<file path="src/rtl/traffic_light_ctrl.sv">
// Two-road intersection sequencer with an on-demand side/pedestrian phase.
// A per-state down-counter paces the phase FSM on each tick_en strobe.
module traffic_light_ctrl #(
    parameter int MAIN_TICKS = 5,
    parameter int SIDE_TICKS = 4,
    parameter int YEL_TICKS  = 2,
    parameter int RED_TICKS  = 1
) (
    input  logic       clk,
    input  logic       reset,
    input  logic       tick_en,
    input  logic       side_req,
    input  logic       ped_req,
    output logic [2:0] main_light,
    output logic [2:0] side_light,
    output logic       ped_walk,
    output logic       ped_ack,
    output logic [2:0] phase,
    output logic [2:0] timer
);
    typedef enum logic [2:0] {
        MAIN_G = 3'd0,
        MAIN_Y = 3'd1,
        RED_A  = 3'd2,
        SIDE_G = 3'd3,
        SIDE_Y = 3'd4,
        RED_B  = 3'd5
    } state_t;

    localparam logic [2:0] MAIN_LD = 3'(MAIN_TICKS - 1);
    localparam logic [2:0] SIDE_LD = 3'(SIDE_TICKS - 1);
    localparam logic [2:0] YEL_LD  = 3'(YEL_TICKS - 1);
    localparam logic [2:0] RED_LD  = 3'(RED_TICKS - 1);

    state_t     state_q, state_d;
    logic [2:0] timer_q, timer_d;
    logic       ped_pend_q, ped_pend_d;
    logic       side_pend_q, side_pend_d;
    logic       ped_ack_q, ped_ack_d;
    logic       advance;
    logic       enter_side;

    function automatic logic [2:0] load_of(input state_t s);
        case (s)
            MAIN_G:         return MAIN_LD;
            MAIN_Y, SIDE_Y: return YEL_LD;
            RED_A, RED_B:   return RED_LD;
            SIDE_G:         return SIDE_LD;
            default:        return MAIN_LD;
        endcase
    endfunction

    always_comb begin
        state_d = state_q;
        timer_d = timer_q;
        advance = 1'b0;
        if (tick_en) begin
            if (timer_q != 3'd0) timer_d = timer_q - 3'd1;
            else                 advance = 1'b1;
        end
        // MAIN_G parks at timer 0 until a request is pending.
        case (state_q)
            MAIN_G:  if (advance && (ped_pend_q || side_pend_q)) state_d = MAIN_Y;
            MAIN_Y:  if (advance) state_d = RED_A;
            RED_A:   if (advance) state_d = SIDE_G;
            SIDE_G:  if (advance) state_d = SIDE_Y;
            SIDE_Y:  if (advance) state_d = RED_B;
            RED_B:   if (advance) state_d = MAIN_G;
            default: state_d = MAIN_G;
        endcase
        if (state_d != state_q) timer_d = load_of(state_d);

        // Entering SIDE_G serves everything, including same-cycle requests.
        enter_side  = (state_d == SIDE_G) && (state_q != SIDE_G);
        ped_pend_d  = enter_side ? 1'b0 : (ped_pend_q | ped_req);
        side_pend_d = enter_side ? 1'b0 : (side_pend_q | side_req);
        ped_ack_d   = ped_req & ~ped_pend_q;
    end

    always_ff @(posedge clk or negedge reset) begin
        if (!reset) begin
            state_q     <= MAIN_G;
            timer_q     <= MAIN_LD;
            ped_pend_q  <= 1'b0;
            side_pend_q <= 1'b0;
            ped_ack_q   <= 1'b0;
        end else begin
            state_q     <= state_d;
            timer_q     <= timer_d;
            ped_pend_q  <= ped_pend_d;
            side_pend_q <= side_pend_d;
            ped_ack_q   <= ped_ack_d;
        end
    end

    always_comb begin
        main_light = 3'b100;
        side_light = 3'b100;
        ped_walk   = 1'b0;
        case (state_q)
            MAIN_G: main_light = 3'b001;
            MAIN_Y: main_light = 3'b010;
            SIDE_G: begin
                side_light = 3'b001;
                ped_walk   = 1'b1;
            end
            SIDE_Y: side_light = 3'b010;
            default: ;
        endcase
    end

    assign phase   = state_q;
    assign timer   = timer_q;
    assign ped_ack = ped_ack_q;

endmodule

</file>
<file path="config.mk">
export PLATFORM = sky130hd
export DESIGN_NAME = traffic_light_ctrl
export DESIGN_NICKNAME = d
export VERILOG_FILES = /design/src/rtl/traffic_light_ctrl.sv
export SDC_FILE = /design/constraint.sdc
export NUM_CORES = 1
export LEC_CHECK = 0
export CAP_MARGIN = 20
export CORE_MARGIN = 2
export CORE_UTILIZATION = 33
export CTS_CLUSTER_SIZE = 16
export DETAILED_ROUTE_END_ITERATION = 8
export GPL_ROUTABILITY_DRIVEN = 0
export HOLD_SLACK_MARGIN = 0.08
export SYNTH_ARGS = -nofsm -noshare
export SYNTH_HDL_FRONTEND = slang
export SYNTH_SLANG_ARGS = --single-unit
export TNS_END_PERCENT = 30
</file>
<file path="constraint.sdc">
create_clock -name clk -period 2.8 [get_ports clk]
set_input_delay 0.56 -clock clk [delete_from_list [all_inputs] [get_ports clk]]
set_output_delay 0.56 -clock clk [all_outputs]
set_load 0.005 [all_outputs]
</file>
==> impl_metrics.json <==
{
  "outcome": "complete, no violations",
  "p_per_area_nw_per_um2": 1030,
  "slew_headroom": 0.715,
  "rows": 15,
  "viasPerCell": 4.85,
  "grtUsageTotal": 0.126,
  "cap_viol_max_count": 0,
  "ys_ff_latch": 9,
  "crit_path_max_fanout": 15,
  "cp.arrival_ns": 1.72,
  "multi_input_area_sq_um": 314,
  "synth.distinct_cells": 31,
  "hold_path.class": "flip-flop to flip-flop",
  "cts.clk_slew.worst_paths_ns": 0.06,
  "port_buffers": 18,
  "cts_setup_buffers": 0,
  "overflow": 0,
  "period_minus_slack_ns": 2.28,
  "layout_setup_ws_ns": 0.523,
  "coreArea_sq_um": 1710,
  "die_area_sq_um": 2140,
  "synth_flop_cell": "dfrtp_1",
  "leakage_nw": 0.320,
  "cts_root_buf": "clkbuf_4",
  "grt_pass1_wl_mm": 1.93,
  "drive_above_1_share": 0.0471,
  "nets": 93,
  "critical_path_class": "flip-flop to output pin",
  "rsz0062_at_grt": "no",
  "cts-buffers-inserted": 3,
  "initial_core_util": 0.344,
  "startpoint_type": "flip-flop",
  "cts_htree_levels": 1,
  "yosys-top-cells-area": "dfrtp_1, nor2_1, dfstp_2",
  "worst_pin_slew_ns": 0.422,
  "fill_cells": 171,
  "diodes": 0,
  "grt_max_degree": 16,
  "die_y_um": 46.2,
  "grt_pass1_vias": 490,
  "timing.fmax_mhz": 439,
  "wl_per_cell_um": 10.7,
  "clock-sinks": 9,
  "finClkSkew_ns": 0.00337,
  "cts_buffer_depth": 2,
  "worstSkewPairLatency_ns": 0.25,
  "syn_nets": 75,
  "synthArstFlopShare": 1.00,
  "dp_worst_setup_slack_ns": 0.686,
  "drt_pass1_iterations": 4,
  "hold_violations": 0,
  "synth_area_per_cell_sq_um": 8.65,
  "worstPathRequired_ns": 2.24,
  "netlist.area_leader.share": 0.340,
  "antenna_left": 0,
  "vias": 533,
  "slew_viol_final": 0,
  "yosysSeqAreaShare": 0.385,
  "cp-end-kind": "output pin",
  "finalCritPeriodShare": 0.813,
  "synth_top_area_cell": "dfrtp_1",
  "post_cts_resized": 0,
  "synthesis.area_sq_um": 588,
  "drc": 0,
  "first_iter_violations": 5,
  "register_area_sq_um": 226,
  "routed_wl_mm": 1.18,
  "area_delta_synth_final_pct": 34.9,
  "irDropWorstVdd_v": 0.000412,
  "yosysWarnings": 0,
  "syn_inst": 68,
  "fp.dieW_um": 46.2,
  "antenna_found_initial": 0,
  "fin_tns_setup_ns": 0,
  "synth_edf_count": 0,
  "setup_viol": 0,
  "cts_hold_buf": 0,
  "cts_tree": "built",
  "ios": 19,
  "dp.final_hpwl_um": 917
}
[per-stage QoR]
stage	util	cells	power (W)	area (sq um)	hold slack, ns
5_1_grt	0.464	110	0.000900	793	0.523
3_5_place_dp	0.449	106	0.000729	767	0.497
4_1_cts	0.464	110	0.000831	793	0.505
2_1_floorplan	-	68	0.000517	588	0.264
6_report	0.464	110	0.000821	793	0.493
3_3_place_gp	0.449	106	0.000729	767	0.490
[kinds of logic (layout without fill, tap and decap cells)]
| kind of cell | count (synthesis) | in the layout | synth area share |
|---|---|---|---|
| and+or+nand+nor | 31 | 31 | 0.289 |
| AOI/OAI and AO/OA | 16 | 16 | 0.187 |
| DFF | 9 | 9 | 0.385 |
| buffers and inverters | 9 | 26 | 0.0808 |
| adders and majority gates | 2 | 2 | 0.0425 |
| xor gates and xnor gates | 1 | 1 | 0.0149 |
[sequential cells by signal, summed over array words and instances (netlist names)]
| signal | count |
|---|---|
| ped_ack | 1 |
| ped_pend_q | 1 |
| phase | 3 |
| side_pend_q | 1 |
| timer | 3 |
[cell usage in the layout, fill, tap and decap left out, types with 2 or more instances in the layout]
cell type / count
ha_1: 2
nand2_1: 3
clkbuf_4: 3
a21oi_1: 3
dfrtp_1: 8
o21ai_1: 3
nor2b_1: 2
nor2_1: 9
clkdlybuf4s50_1: 18
nand3_1: 4
nand2b_1: 3
inv_1: 4
o21a_1: 2
nor3b_1: 3
nand3b_1: 2
[critical path, stage by stage (launching register included)]
cell,delay (ns)
dfrtp_1,0.61
nor3b_1,0.30
clkdlybuf4s50_1,0.55
[Yosys cell counts (2+ instances only)]
master,number
o21a_1,2
nand3_1,4
nand2_1,3
nor2_1,9
nand2b_1,3
buf_2,2
nor2b_1,2
dfrtp_1,8
buf_4,2
ha_1,2
nand3b_1,2
inv_1,4
nor3b_1,3
o21ai_1,3
a21oi_1,3
[routing by layer]
layer	wire length, um	part of all wire	GRT usage	up-vias
met1	538	0.46	0.135	242
met4	0	0	0	0
met3	66	0.056	0.0588	0
met5	0	0	0	-
li1	-	-	-	273
met2	576	0.49	0.236	18
[path summary, 6_finish.rpt]
kind | startpoint | end | slack [ns] | cells past startpoint
setup / recovery | phase[1] | ped_walk | 0.52 | 2
hold / removal | ped_pend_q | ped_ack | 0.49 | 1
setup reg to reg | timer[0] | timer[2] | 1.22 | 6
hold reg to reg | ped_pend_q | ped_ack | 0.49 | 1
max in group asynchronous | reset | timer[2] | 1.90 | 1
min in group asynchronous | reset | phase[2] | 0.59 | 1
[cell type report]
cell class / count / share of cell area
inverter: 4 / 0.0189
timing repair buffer: 18 / 0.227
multi-input combinational: 50 / 0.396
clock buffer: 4 / 0.0331
tap: 25 / 0.0394
sequential: 9 / 0.285
[report_power, final]
part	total (W)	internal [W]	switching [W]
registers	0.000259	0.000182	0.0000775
logic	0.000466	0.000281	0.000186
clock network	0.0000952	0.0000546	0.0000406
Note: power is estimated with default switching activity, not from simulation.
